File: config.mk
export PLATFORM = sky130hd
export DESIGN_NAME = axis_sample_packer
export DESIGN_NICKNAME = d
export VERILOG_FILES = /design/src/rtl/axis_sample_packer.sv
export SDC_FILE = /design/constraint.sdc
export NUM_CORES = 1
export LEC_CHECK = 0
export CORE_AREA = 2 2 242 244
export CTS_BUF_LIST = sky130_fd_sc_hd__clkbuf_4
export DETAILED_ROUTE_END_ITERATION = 8
export DIE_AREA = 0 0 244 246
export DONT_BUFFER_PORTS = 1
export GPL_TIMING_DRIVEN = 1
export PLACE_DENSITY_LB_ADDON = 0.12
export SYNTH_ARGS = -nofsm -noshare
export SYNTH_HDL_FRONTEND = slang
export SYNTH_SLANG_ARGS = --single-unit
File: constraint.sdc
create_clock -name aclk -period 14.85 [get_ports aclk]
set_input_delay 2.97 -clock aclk [delete_from_list [all_inputs] [get_ports aclk]]
set_output_delay 2.97 -clock aclk [all_outputs]
set_load 0.02 [all_outputs]
File: src/rtl/axis_sample_packer.sv
// Sample FIFO plus byte serializer that frames I/Q sample words into fixed-size AXI-Stream packets.
// Define PACKER_HEADER_EN to prefix every packet with 8'hA5 and an 8-bit sequence number.
module axis_sample_packer #(
  parameter int ANTENNAS       = 24,
  parameter int ABITS          = 4,
  parameter int PACKET_SAMPLES = 8
) (
  input  logic                aclk,
  input  logic                aresetn,
  input  logic                enable_i,
  input  logic                smp_valid_i,
  input  logic [ANTENNAS-1:0] smp_i_i,
  input  logic [ANTENNAS-1:0] smp_q_i,
  output logic                overflow_o,
  output logic [15:0]         drop_count_o,
  output logic                m_axis_tvalid_o,
  input  logic                m_axis_tready_i,
  output logic                m_axis_tlast_o,
  output logic [7:0]          m_axis_tdata_o
);
  localparam int W      = 2 * ANTENNAS;
  localparam int B      = W / 8;
  localparam int DEPTH  = 1 << ABITS;
  localparam int IDX_W  = (B > 1) ? $clog2(B) : 1;
  localparam int SIDX_W = (PACKET_SAMPLES > 1) ? $clog2(PACKET_SAMPLES) : 1;
  localparam logic [ABITS:0]    FULL_CNT = (ABITS+1)'(DEPTH);
  localparam logic [ABITS:0]    PKT_CNT  = (ABITS+1)'(PACKET_SAMPLES);
  localparam logic [IDX_W-1:0]  LAST_IDX = IDX_W'(B - 1);
  localparam logic [SIDX_W-1:0] LAST_SMP = SIDX_W'(PACKET_SAMPLES - 1);

`ifdef PACKER_HEADER_EN
  typedef enum logic [1:0] {S_IDLE, S_HDR0, S_HDR1, S_DATA} state_t;
`else
  typedef enum logic {S_IDLE, S_DATA} state_t;
`endif

  state_t              state_reg, state_next;
  logic [IDX_W-1:0]    idx_reg, idx_next;
  logic [SIDX_W-1:0]   smp_reg, smp_next;
  logic [ABITS-1:0]    rd_ptr_reg, rd_ptr_next;
  logic [ABITS-1:0]    wr_ptr_reg, wr_ptr_next;
  logic [ABITS:0]      count_reg, count_next;
  logic                enable_q_reg;
  logic                overflow_reg, overflow_next;
  logic [15:0]         drop_reg, drop_next;
  logic                tvalid_reg;
  logic [7:0]          tdata_reg, tdata_next;
  logic                tlast_reg, tlast_next;
  logic [7:0]          seq_reg, seq_next;

  logic hs, full, wr_en, drop, flush, rise, pop, pkt_done;

  logic [W-1:0] mem [DEPTH];
  logic [W-1:0] head_word;
  logic [7:0]   head_bytes [B];

  assign hs    = tvalid_reg & m_axis_tready_i;
  assign full  = (count_reg == FULL_CNT);
  assign wr_en = smp_valid_i & enable_i & ~full;
  assign drop  = smp_valid_i & enable_i & full;
  assign flush = (state_reg == S_IDLE) & ~enable_i;
  assign rise  = enable_i & ~enable_q_reg;

  always_ff @(posedge aclk) begin
    if (wr_en) mem[wr_ptr_reg] <= {smp_q_i, smp_i_i};
  end

  // Look ahead to the head the FSM will present after this edge so tdata can be registered.
  assign head_word = mem[rd_ptr_next];
  generate
    for (genvar gi = 0; gi < B; gi++) begin : g_bytes
      assign head_bytes[gi] = head_word[8*gi +: 8];
    end
  endgenerate

  always_comb begin
    state_next = state_reg;
    idx_next   = idx_reg;
    smp_next   = smp_reg;
    pop        = 1'b0;
    pkt_done   = 1'b0;
    case (state_reg)
      S_IDLE: begin
        if (enable_i && count_reg >= PKT_CNT) begin
`ifdef PACKER_HEADER_EN
          state_next = S_HDR0;
`else
          state_next = S_DATA;
`endif
          idx_next = '0;
          smp_next = '0;
        end
      end
`ifdef PACKER_HEADER_EN
      S_HDR0: if (hs) state_next = S_HDR1;
      S_HDR1: if (hs) state_next = S_DATA;
`endif
      S_DATA: begin
        if (hs) begin
          if (idx_reg == LAST_IDX) begin
            pop      = 1'b1;
            idx_next = '0;
            if (smp_reg == LAST_SMP) begin
              state_next = S_IDLE;
              pkt_done   = 1'b1;
            end else begin
              smp_next = smp_reg + 1'b1;
            end
          end else begin
            idx_next = idx_reg + 1'b1;
          end
        end
      end
      default: state_next = S_IDLE;
    endcase
  end

  always_comb begin
    rd_ptr_next = rd_ptr_reg + ABITS'(pop);
    wr_ptr_next = wr_ptr_reg + ABITS'(wr_en);
    count_next  = count_reg + (ABITS+1)'(wr_en) - (ABITS+1)'(pop);
    if (flush) begin
      rd_ptr_next = '0;
      wr_ptr_next = '0;
      count_next  = '0;
    end
  end

  always_comb begin
    overflow_next = overflow_reg | drop;
    drop_next     = drop_reg;
    if (drop && drop_reg != 16'hFFFF) drop_next = drop_reg + 16'd1;
    if (rise) begin
      overflow_next = drop;
      drop_next     = {15'd0, drop};
    end
  end

  always_comb begin
    seq_next = seq_reg;
`ifdef PACKER_HEADER_EN
    if (pkt_done) seq_next = seq_reg + 8'd1;
    if (rise) seq_next = 8'd0;
`endif
  end

  // A stalled beat keeps its byte; otherwise load what the next state presents.
  always_comb begin
    tdata_next = tdata_reg;
    tlast_next = tlast_reg;
    if (!tvalid_reg || m_axis_tready_i) begin
      tdata_next = 8'h00;
      tlast_next = 1'b0;
      case (state_next)
        S_DATA: begin
          tdata_next = head_bytes[idx_next];
          tlast_next = (idx_next == LAST_IDX) && (smp_next == LAST_SMP);
        end
`ifdef PACKER_HEADER_EN
        S_HDR0: tdata_next = 8'hA5;
        S_HDR1: tdata_next = seq_next;
`endif
        default: ;
      endcase
    end
  end

  always_ff @(posedge aclk) begin
    if (!aresetn) begin
      state_reg    <= S_IDLE;
      idx_reg      <= '0;
      smp_reg      <= '0;
      rd_ptr_reg   <= '0;
      wr_ptr_reg   <= '0;
      count_reg    <= '0;
      enable_q_reg <= 1'b0;
      overflow_reg <= 1'b0;
      drop_reg     <= '0;
      tvalid_reg   <= 1'b0;
      tdata_reg    <= '0;
      tlast_reg    <= 1'b0;
      seq_reg      <= '0;
    end else begin
      state_reg    <= state_next;
      idx_reg      <= idx_next;
      smp_reg      <= smp_next;
      rd_ptr_reg   <= rd_ptr_next;
      wr_ptr_reg   <= wr_ptr_next;
      count_reg    <= count_next;
      enable_q_reg <= enable_i;
      overflow_reg <= overflow_next;
      drop_reg     <= drop_next;
      tvalid_reg   <= (state_next != S_IDLE);
      tdata_reg    <= tdata_next;
      tlast_reg    <= tlast_next;
      seq_reg      <= seq_next;
    end
  end

  assign overflow_o      = overflow_reg;
  assign drop_count_o    = drop_reg;
  assign m_axis_tvalid_o = tvalid_reg;
  assign m_axis_tlast_o  = tlast_reg;
  assign m_axis_tdata_o  = tdata_reg;

endmodule

==> flow_summary.ini <==
[run_status]
status = completed

[sta]
fmax_mhz = 151
grt_setup_unrepaired = false
worst_pin_slew_ps = 1220
post-route-period-util_pct = 44.6
tns_ps = 0
slew_viol_final = 0
min_period_ps = 6630
setup_viol = 0
finalHoldViolations = 0
whs_ps = 521
timing.slew.headroom_pct = 18.9
skew_ps = 66.6

[clocking]
cts_buffers = 199
cts_num_sinks = 815
cts_setup_buffers = 0
hold_buffers = 0
cts_buffer_depth = 3
clk_latency_ps = 1050
htree_levels = 4
clk_pin_slew_ps = 70
post_cts_resized = 0
cts_root_buf = clkbuf_4
cts_tree = done

[cells_and_area]
syn_to_final_growth_pct = 9.13
drive_above_1_share_pct = 20.3
layout_common_cells = edfxtp_1 (768), nor2_1 (313), clkbuf_4 (279)
final_common_cell = edfxtp_1
largest_reg_flops = 768
nets = 2530
regMostFlops = mem

[power]
p_per_area_nw_per_um2 = 118
peakVddDrop_mv = 0.0736
cellLeakagePower_nw = 12.3

[min_path]
hold_start = smp_reg[2]
min_path_type = reg -> reg

[run]
drv_cap = 0

[yosys]
syn-mean-instance-area_um2 = 14.2
synth_flop_cell = edfxtp_1
mappedNetlistNets = 2461
synth_edf_count = 768
synth-seq-cells = 815
synthArstFlopShare_pct = 0
yosys_warnings = 0
post_synth_num_cell_types = 59
synth_area_um2 = 34000
synthCells = 2394
ys_seq_area_share_pct = 70.5

[die]
dieArea_um2 = 60000
io_pins = 80
rows = 88
die_x_um = 244
start_util_pct = 59.3
die_h_um = 246
coreArea_um2 = 57400

[detailed_routing]
initialDrtViolationCount = 2469
wire_per_inst_um = 25.7
antenna_left = 0
routed_via_density = 6.35
wirelength_mm = 86.8
first_pass_iters = 6
drc_errors = 0
vias = 21400

[critical_path]
path_class = in -> reg
r2r-start = m_axis_tvalid_o
start_kind = input port
cp.required_ps = 15760
cp.arrival_ps = 7540
crit_start = m_axis_tready_i
cp_max_fo = 82
endpoint_kind = flip-flop

[placement]
place_congestion = 0.819
dp_hpwl_mm = 44.8
port-buffer-count = 0

[global_route]
grt_pass1_vias = 21200
grt_first_pass_wirelength_mm = 131
antenna_found_initial = 1
grt_start_max_net_pins = 226
overflow = 0
grt_use_total_pct = 29.6
==> where the power goes <==
part / switching [mW] / total [mW] / internal [mW]
combinational: 0.0491 / 0.0703 / 0.0212
clock: 0.872 / 1.81 / 0.934
sequential: 0.00485 / 2.53 / 2.52
total: 0.926 / 4.40 / 3.48
==> worst paths after layout <==
check | endpoint | slack (ps) | cells after the start
max | m_axis_tdata_o[0] | 8220 | 12
min | smp_reg[2] | 520 | 2
max reg2reg | m_axis_tdata_o[0] | 9410 | 13
min reg2reg | smp_reg[2] | 520 | 2
==> cells by family (layout without fill, tap and decap cells) <==
family          after synthesis  count (layout)  share of synthesized area (%)
xor+xnor                     22              22                          0.610
buf+inv                     302             516                           4.02
other cells                   0               1                              0
fa+ha+maj                    14              14                          0.537
compound gates              552             552                           11.2
simple gates                478             478                           6.12
mux                         211             211                           7.00
flops                       815             815                           70.5
==> synthesized netlist by cell type (33+ instances only) <==
master    number  share of area [%]
nor2_1       322                3.6
edfxtp_1     768                 68
o22ai_1       41               0.75
buf_2         89                1.3
a31oi_1      128                2.4
dfxtp_1       47                2.8
o21ai_0       70                1.0
a21oi_1       75                1.1
o221ai_1     117                3.0
nand3_1       33               0.49
clkbuf_1      53               0.58
mux2i_1       66                1.9
mux2_2       137                4.5
inv_1        126                1.4
==> area by class of cell <==
class | count | area (um^2)
antenna | 1 | 2.50
clock buffer | 279 | 2090
clock inverter | 67 | 395
fill | 4215 | 20200
inverter | 126 | 473
multi-input combinational | 1277 | 8860
sequential | 815 | 24000
tap | 765 | 957
timing repair buffer | 44 | 368
==> layer usage <==
layer | vias to the layer above | global-route usage (%) | part of all wire [%]
met5 | - | 0 | 0
met3 | 172 | 7.86 | 10
li1 | 9515 | - | -
met4 | 0 | 10.5 | 2.5
met1 | 10600 | 39.2 | 39
met2 | 1173 | 47.5 | 48
==> worst max-delay path: stages <==
cell       delay (ps)
nand3_1           130
nor2_1            460
ha_4              220
ha_4              560
buf_4             900
o21a_2            640
buf_4             470
nand2_1           320
o22ai_1           230
o21ai_0           150
o2111ai_1         260
o211ai_2          140
==> stage by stage <==
stage          setup slack, ps  cells  instance area, um^2  power [mW]  util [%]
2_1_floorplan             5420   2394                34000        2.62         -
3_3_place_gp              7460   3027                34700        2.64      60.4
3_5_place_dp              7300   3027                34700        2.64      60.4
4_1_cts                   8390   3373                37100        4.44      64.8
5_1_grt                   8060   3374                37100        4.57      64.8
6_report                  8220   3374                37100        4.40      64.8
Note: power is estimated with default switching activity, not from simulation.
